### src/rtl/mod_n_counter_if.sv
// Control and status bundle for the modulo-N up/down counter.
// The bench or parent block is the master; the counter is the slave.
interface mod_n_counter_if #(
    parameter int WIDTH  = 4,
    parameter int WRAP_W = 8
);
    logic              clear;
    logic              load;
    logic              mode;
    logic              enable;
    logic [WIDTH-1:0]  data_in;
    logic [WIDTH-1:0]  data_out;
    logic              tc;
    logic              load_err;
    logic [WRAP_W-1:0] wrap_cnt;

    modport master (
        output clear, load, mode, enable, data_in,
        input  data_out, tc, load_err, wrap_cnt
    );

    modport slave (
        input  clear, load, mode, enable, data_in,
        output data_out, tc, load_err, wrap_cnt
    );
endinterface

### src/rtl/mod_n_counter.sv
// Modulo-N up/down counter with clamped load, terminal count and a
// saturating wrap-event counter.
module mod_n_counter #(
    parameter int MODULUS = 12,
    parameter int WIDTH   = 4,
    parameter int WRAP_W  = 8
) (
    input logic           clk,
    input logic           reset,
    mod_n_counter_if.slave bus
);
    localparam int XW = WIDTH + 1;
    localparam logic [XW-1:0] MOD_X  = XW'(MODULUS);
    localparam logic [XW-1:0] LAST_X = XW'(MODULUS - 1);
    localparam logic [XW-1:0] ONE_X  = XW'(1);
    localparam logic [WRAP_W-1:0] WRAP_MAX = '1;
    localparam logic [WRAP_W-1:0] WRAP_ONE = WRAP_W'(1);

    logic [WIDTH-1:0]  count_q, count_d;
    logic [WRAP_W-1:0] wrap_q, wrap_d;
    logic              err_q, err_d;

    logic [XW-1:0] cnt_x;
    logic [XW-1:0] din_x;
    logic [XW-1:0] next_x;
    logic          at_top;
    logic          at_bot;
    logic          wrap_evt;

    // One extra bit keeps MODULUS == 2**WIDTH representable.
    always_comb begin
        cnt_x    = {1'b0, count_q};
        din_x    = {1'b0, bus.data_in};
        at_top   = (cnt_x == LAST_X);
        at_bot   = (cnt_x == '0);
        next_x   = cnt_x;
        count_d  = count_q;
        wrap_d   = wrap_q;
        err_d    = 1'b0;
        wrap_evt = 1'b0;

        if (bus.clear) begin
            count_d = '0;
            wrap_d  = '0;
        end else if (bus.load) begin
            if (din_x < MOD_X) begin
                count_d = bus.data_in;
            end else begin
                count_d = LAST_X[WIDTH-1:0];
                err_d   = 1'b1;
            end
        end else if (bus.enable) begin
            if (bus.mode) begin
                wrap_evt = at_top;
                next_x   = at_top ? '0 : cnt_x + ONE_X;
            end else begin
                wrap_evt = at_bot;
                next_x   = at_bot ? LAST_X : cnt_x - ONE_X;
            end
            count_d = next_x[WIDTH-1:0];
            if (wrap_evt && (wrap_q != WRAP_MAX)) begin
                wrap_d = wrap_q + WRAP_ONE;
            end
        end
    end

    always_ff @(posedge clk or negedge reset) begin
        if (!reset) begin
            count_q <= '0;
            wrap_q  <= '0;
            err_q   <= 1'b0;
        end else begin
            count_q <= count_d;
            wrap_q  <= wrap_d;
            err_q   <= err_d;
        end
    end

    assign bus.data_out = count_q;
    assign bus.wrap_cnt = wrap_q;
    assign bus.load_err = err_q;
    assign bus.tc       = bus.enable &
                          ((bus.mode & at_top) | (~bus.mode & at_bot));
endmodule
### src/flat_wrapper.sv
// flat-port wrapper written by rule: the top's interface ports become plain ports
module mod_n_counter_flat 
#(
    parameter int MODULUS = 12,
    parameter int WIDTH   = 4,
    parameter int WRAP_W  = 8
)
  (clk, reset, bus_clear, bus_load, bus_mode, bus_enable, bus_data_in, bus_data_out, bus_tc, bus_load_err, bus_wrap_cnt);
  mod_n_counter_if #(.WIDTH(WIDTH), .WRAP_W(WRAP_W)) bus_i ();
  input logic clk;
  input logic reset;
  input wire logic [$bits(bus_i.clear)-1:0] bus_clear;
  input wire logic [$bits(bus_i.load)-1:0] bus_load;
  input wire logic [$bits(bus_i.mode)-1:0] bus_mode;
  input wire logic [$bits(bus_i.enable)-1:0] bus_enable;
  input wire logic [$bits(bus_i.data_in)-1:0] bus_data_in;
  output wire logic [$bits(bus_i.data_out)-1:0] bus_data_out;
  output wire logic [$bits(bus_i.tc)-1:0] bus_tc;
  output wire logic [$bits(bus_i.load_err)-1:0] bus_load_err;
  output wire logic [$bits(bus_i.wrap_cnt)-1:0] bus_wrap_cnt;
  assign bus_i.clear = bus_clear;
  assign bus_i.load = bus_load;
  assign bus_i.mode = bus_mode;
  assign bus_i.enable = bus_enable;
  assign bus_i.data_in = bus_data_in;
  assign bus_data_out = bus_i.data_out;
  assign bus_tc = bus_i.tc;
  assign bus_load_err = bus_i.load_err;
  assign bus_wrap_cnt = bus_i.wrap_cnt;
  mod_n_counter #(.MODULUS(MODULUS), .WIDTH(WIDTH), .WRAP_W(WRAP_W)) u_core (.clk(clk), .reset(reset), .bus(bus_i));
endmodule
### config.mk
export PLATFORM = sky130hd
export DESIGN_NAME = mod_n_counter_flat
export DESIGN_NICKNAME = d
export VERILOG_FILES = /design/src/rtl/mod_n_counter_if.sv /design/src/rtl/mod_n_counter.sv /design/src/flat_wrapper.sv
export SDC_FILE = /design/constraint.sdc
export NUM_CORES = 1
export LEC_CHECK = 0
export ABC_CLOCK_PERIOD_IN_PS = 1750
export CAP_MARGIN = 20
export CORE_MARGIN = 5
export CORE_UTILIZATION = 40
export CTS_CLUSTER_DIAMETER = 40
export DETAILED_ROUTE_END_ITERATION = 16
export GPL_TIMING_DRIVEN = 0
export PLACE_DENSITY = 0.7
export SKIP_LAST_GASP = 1
export SYNTH_ARGS = -nofsm -noshare
export SYNTH_HDL_FRONTEND = slang
export SYNTH_SLANG_ARGS = --single-unit
export TNS_END_PERCENT = 20
### constraint.sdc
create_clock -name clk -period 1.75 [get_ports clk]
set_input_delay 0.175 -clock clk [delete_from_list [all_inputs] [get_ports clk]]
set_output_delay 0.175 -clock clk [all_outputs]
set_load 0.05 [all_outputs]
==> run_results.csv, run 1 <==
group,metric,value,unit
die,die_w,59.0,microns
finish,final_util,0.643,
logic_synthesis,synth_warnings,0,
global_route,grt_pass1_vias,946,
global_route,grt-ovfl-total,0,
clock_network,cts-root-buf,"clkbuf_4",
timing,setup_slack,-0.190,ns
logic_synthesis,syn_area,962,sq um
die,die-height,59.0,microns
logic_synthesis,synthesis.nets,121,
logic_synthesis,seq_area_frac_synth,0.338,
clock_network,cts_tree,"built",
timing,finalClockSkew,0.00457,ns
critical_path,end_kind,"flip-flop",
global_route,grt.total_usage,0.175,
timing,fmax,515,MHz
timing,setup_violations,14,
pwr,p_sw_frac,0.340,
finish,area_growth,50.6,%
die,rows,17,
global_route,grt_max_degree,14,
pwr,pwr-share-clk,0.258,
finish,fin_area,1450,sq um
timing,finalCriticalPeriod,1.94,ns
timing,slew_viol_final,0,
logic_synthesis,avgSynthCellArea,8.91,sq um
logic_synthesis,synth_cell_type_count,37,
timing,hold_violations,0,
clock_network,h-tree-depth,1,
placed_design,port_buffers,21,
timing,finalCritPeriodShare,1.11,
clock_network,clkSinkCount,13,
die,die_area,3490,sq um
drt,avgRoutedWirePerCell,16.4,microns
run_status,status,"finished, violations left",
pwr,seqPwrFrac,0.424,
drt,detail-route-antenna-nets,0,
clock_network,cts_buffer_depth,2,
critical_path,cp_data_required_time,1.90,ns
drt,vias,955,
placed_design,post-place-ws,-0.456,ns
pwr,comb_power_share,0.318,
timing,final.setup.tns,-1.23,ns
finish,fillerInstances,200,
drt,vias_per_cell,5.65,
pwr,internal_power,0.000507,W
clock_network,numCtsBuffers,3,
pwr,power_density,530,nW/um^2
worst_hold_path,hold_path_class,"input port to async pin",
timing,rsz0062_at_grt,"true",
critical_path,arrival,2.09,ns
drt,drtIter0Drc,29,
pwr,leakage,0.540,nW
placed_design,gp_congestion,0.825,
critical_path,worstSetupPathType,"flip-flop to flip-flop",
die,ios,24,
logic_synthesis,ys_seq_elements,13,
timing,tightest_slew,0.677,ns
global_route,grt_first_pass_wirelength,4.62,mm
drt,drc_errors,0,
clock_network,ctsHoldBuffers,0,
global_route,grt_antenna_before_repair,0,
clock_network,clkLatencyLatePin,0.29,ns
finish,antennaDiodeCount,0,
critical_path,reg2reg_slack,-0.19,ns
finish,nets,155,
pwr,switching_power,0.000261,W
drt,wl,2.78,mm
critical_path,worstSetupStartpointType,"flip-flop",
die,start_util,0.427,
placed_design,place_hpwl,1.84,mm
clock_network,path_clk_slew,0.09,ns
placed_design,placed_area,1260,sq um
timing,slew_headroom,0.548,
drt,drtPass1Iterations,4,
logic_synthesis,synth_cells,108,
run,cap_violations,0,
die,core_area,2250,sq um
run_status,violations,"negative setup slack",
pwr,ir_drop,0.000442,V
finish,drive_gt1_frac,0.291,
critical_path,path_max_fanout,5,
[per-stage QoR]
stage / std cells / power [W] / hold slack [ns]
floorplan: 108 / 0.000465 / -0.121
global placement: 157 / 0.000529 / 0.579
detailed placement: 157 / 0.000535 / 0.589
CTS: 169 / 0.000765 / 0.292
global route: 169 / 0.000807 / 0.308
finish: 169 / 0.000768 / 0.265
[Yosys cell counts, drive strengths merged]
cell type,n,area share
a31oi,3,0.020
o21ai,3,0.020
dfrtp,13,0.34
and2b,1,0.0078
o311a,2,0.021
clkbuf,3,0.012
inv,8,0.031
mux2,5,0.059
and3,1,0.0078
a211o,1,0.0091
xor2,1,0.0091
buf,5,0.040
nor3b,2,0.021
nand2,5,0.020
o31ai,5,0.039
nand3b,2,0.016
nor2,10,0.039
a221oi,1,0.0091
and2,1,0.0065
ha,3,0.039
or4,2,0.016
or4b,2,0.021
nor4,3,0.020
nand4,2,0.013
or3b,1,0.0091
nand3,3,0.016
nand2b,3,0.020
nor4b,2,0.031
a211oi,2,0.016
o221ai,1,0.0091
nor2b,5,0.033
a21oi,7,0.036
[worst paths after layout]
check / cells after the start / to / from
worst max-delay path: 6 / u_core.bus.data_out[3] / u_core.bus.data_out[0]
worst min-delay path: 1 / u_core.bus.data_out[3] / reset
worst max register to register: 6 / u_core.bus.data_out[3] / u_core.bus.data_out[0]
worst min register to register: 2 / u_core.bus.wrap_cnt[1] / u_core.bus.wrap_cnt[1]
max in group asynchronous: 1 / u_core.bus.data_out[0] / reset
min in group clk: 3 / u_core.bus.data_out[3] / bus_mode
[cells by family (layout without fill, tap and decap cells)]
family	after synthesis	count (layout)	synth area share
flops	13	13	0.338
compound gates	25	25	0.178
xor+xnor	1	1	0.00910
simple gates	45	45	0.294
buf+inv	16	49	0.0832
mux	5	5	0.0585
fa+ha+maj	3	3	0.0390
[worst max-delay path: stages (launching register included)]
cell      delay [ns]
dfrtp_4         0.53
buf_4           0.16
buf_4           0.13
or4b_4          0.53
o311a_1         0.15
o221ai_2        0.20
a221oi_2        0.10
[sequential cells by signal, indices dropped and copies added (netlist names)]
name	cells
u_core.bus.wrap_cnt	8
u_core.bus.load_err	1
u_core.bus.data_out	4
[power by group through the flow]
stage | registers (W) | logic, W | clock network, W
finish | 0.000326 | 0.000244 | 0.000198
global route | 0.000327 | 0.000262 | 0.000217
CTS | 0.000326 | 0.000242 | 0.000198
detailed placement | 0.000333 | 0.000203 | 0
global placement | 0.000332 | 0.000197 | 0
floorplan | 0.000360 | 0.000104 | 0
[per-layer routing]
| layer | up-vias | part of all wire | global-route usage | wire (microns) |
|---|---|---|---|---|
| met2 | 37 | 0.49 | 0.285 | 1370 |
| li1 | 464 | - | - | - |
| met5 | - | 0 | 0 | 0 |
| met3 | 7 | 0.063 | 0.0566 | 174 |
| met1 | 447 | 0.43 | 0.222 | 1200 |
| met4 | 0 | 0.011 | 0.0485 | 30 |
[final cells by class]
class	count	area, sq um	area share
buffer	8	50.0	0.0345
clock buffer	4	26.3	0.0181
inverter	8	32.5	0.0225
multi-input combinational	79	693	0.478
sequential	13	333	0.230
tap	28	35.0	0.0242
timing repair buffer	29	279	0.193
[cells in the final DEF, fill, tap and decap left out, types with 5 or more instances in the layout]
master	count
o31ai_1	5
nor2_1	10
nor2b_1	5
buf_6	5
a21oi_1	7
inv_1	6
nand2_1	5
dfrtp_1	9
clkdlybuf4s50_1	20
buf_4	7
[timing repair]
| item | in CTS | in global routing |
|---|---|---|
| setup buffers | 7 | 0 |
| gates cloned | 1 | 0 |
| setup endpoints to repair | 12 | 21 |
| resized for setup | 23 | 2 |
| endpoints found under the hold margin | 0 | 0 |
| pin swaps | 4 | 2 |
No activity file was read; power rests on OpenSTA's default activity.
==> run 2, diff against run 1 <==
MAX_ROUTING_LAYER = met4   (was not set)
SLEW_MARGIN = 20   (was not set)
==> run_results.csv, run 2 (same netlist as run 1, synthesis figures left out) <==
group,metric,value,unit
timing,setup_slack,-0.173,ns
finish,layout_common_cells,"clkdlybuf4s50_1, nor2_1, dfrtp_1, buf_4, a21oi_1",
timing,finalCritPeriodShare,1.10,
finish,fin_area,1450,sq um
critical_path,slowest_stage,"dfrtp_4",
timing,finalClockSkew,0.00139,ns
timing,rsz0062_at_grt,"true",
critical_path,cp_data_required_time,1.90,ns
finish,final_util,0.643,
critical_path,startpoint,"u_core.bus.data_out[0]",
die,start_util,0.427,
global_route,grt_first_pass_wirelength,4.62,mm
critical_path,rr_startpoint,"u_core.bus.data_out[0]",
die,die_area,3490,sq um
die,die-height,59.0,microns
drt,avgRoutedWirePerCell,16.3,microns
timing,fmax,520,MHz
critical_path,cp_slowest_stage_delay,0.53,ns
drt,drtIter0Drc,34,
timing,whs,0.274,ns
global_route,grt_max_degree,14,
finish,antennaDiodeCount,0,
placed_design,port_buffers,21,
worst_hold_path,hold_path_class,"input port to async pin",
timing,tightest_slew,0.695,ns
placed_design,placed_area,1260,sq um
global_route,grt-ovfl-total,0,
drt,vias_per_cell,5.76,
timing,setup_violations,14,
die,die_w,59.0,microns
critical_path,crit_chain,"buf_4, buf_4, or4b_4, o311a_1, o221ai_2, a221oi_2",
clock_network,cts_buffer_depth,2,
placed_design,placedCellCount,157,
timing,finalCriticalPeriod,1.92,ns
die,core_area,2250,sq um
clock_network,clkLatencyLatePin,0.28,ns
clock_network,numCtsBuffers,3,
finish,nets,155,
critical_path,reg2reg_slack,-0.17,ns
critical_path,arrival,2.07,ns
critical_path,worstSetupPathType,"flip-flop to flip-flop",
critical_path,worstSetupStartpointType,"flip-flop",
finish,layout_commonest_cell,"clkdlybuf4s50_1",
timing,hold_violations,0,
run_status,status,"finished, violations left",
placed_design,gp_congestion,0.837,
pwr,ir_drop,0.000433,V
drt,wl,2.76,mm
placed_design,place_hpwl,1.84,mm
critical_path,end_kind,"flip-flop",
timing,slew_viol_final,0,
drt,drtPass1Iterations,4,
global_route,grt_pass1_vias,950,
global_route,grt_antenna_before_repair,0,
critical_path,rr_endpoint,"u_core.bus.data_out[3]",
drt,vias,974,
die,ios,24,
run,cap_violations,0,
clock_network,cts_tree,"built",
finish,drive_gt1_frac,0.291,
critical_path,reg2reg_depth,6,
global_route,grt.total_usage,0.180,
pwr,leakage,0.540,nW
drt,detail-route-antenna-nets,0,
run_status,violations,"negative setup slack",
finish,area_growth,50.6,%
drt,drc_errors,0,
die,rows,17,
critical_path,path_max_fanout,5,
finish,largest_reg_flops,8,
finish,stdcell_count,169,
pwr,power_density,528,nW/um^2
clock_network,clkSinkCount,13,
pwr,power,0.000764,W
critical_path,cpMostUsedCell,"buf_4",
clock_network,h-tree-depth,1,
clock_network,cts-root-buf,"clkbuf_4",
clock_network,path_clk_slew,0.08,ns
timing,slew_headroom,0.537,
run 2: cell counts in the layout (fill, tap and decap cells not counted):
Identical to the previous run, type by type.
run 2: layout make-up:
type                       count  area, sq um
buffer                         8         50.0
multi-input combinational     79          693
fill                         200          806
tap                           28         35.0
timing repair buffer          29          279
clock buffer                   4         26.3
sequential                    13          333
inverter                       8         32.5
run 2: worst max-delay path, delay by kind of cell (launching register included):
family	cells	cell delay [ns]
simple gates	1	0.53
flops	1	0.53
buf+inv	2	0.29
compound gates	3	0.44
run 2: timing repair:
action	4_1_cts	5_1_grt
hold buffers	0	0
endpoints found under the setup margin	12	21
cloned	1	0
buffers inserted	7	0
gates resized for setup	23	2
pin swaps	4	2
run 2: metrics by stage:
step           setup TNS, ns  setup slack (ns)
3_3_place_gp           -1.77            -0.447
3_5_place_dp           -1.90            -0.456
5_1_grt                -2.45            -0.218
4_1_cts                -1.22            -0.147
2_1_floorplan         -0.774            -0.156
6_report               -1.18            -0.173
run 2: worst max-delay path by stage:
stage | slack, ns | cells after the start | endpoint
after floorplan | -0.16 | 7 | u_core.bus.wrap_cnt[7]
after global placement | -0.45 | 6 | bus_tc
after detailed placement | -0.46 | 7 | bus_tc
after CTS | -0.15 | 8 | u_core.bus.wrap_cnt[4]
after global routing | -0.22 | 6 | u_core.bus.data_out[3]
final | -0.17 | 6 | u_core.bus.data_out[3]
run 2: per-layer routing:
layer | wire (microns) | vias up | global-route usage | share of wire
met4 | 29 | 0 | 0.0485 | 0.010
li1 | - | 459 | - | -
met1 | 1180 | 465 | 0.225 | 0.43
met3 | 168 | 7 | 0.0501 | 0.061
met5 | 0 | - | - | 0
met2 | 1390 | 43 | 0.285 | 0.50
run 2: report_power, final:
group,internal [W],leakage [nW],switching (W)
clock network,0.0000886,0.0150,0.000106
logic,0.000108,0.354,0.000136
registers,0.000311,0.171,0.0000154
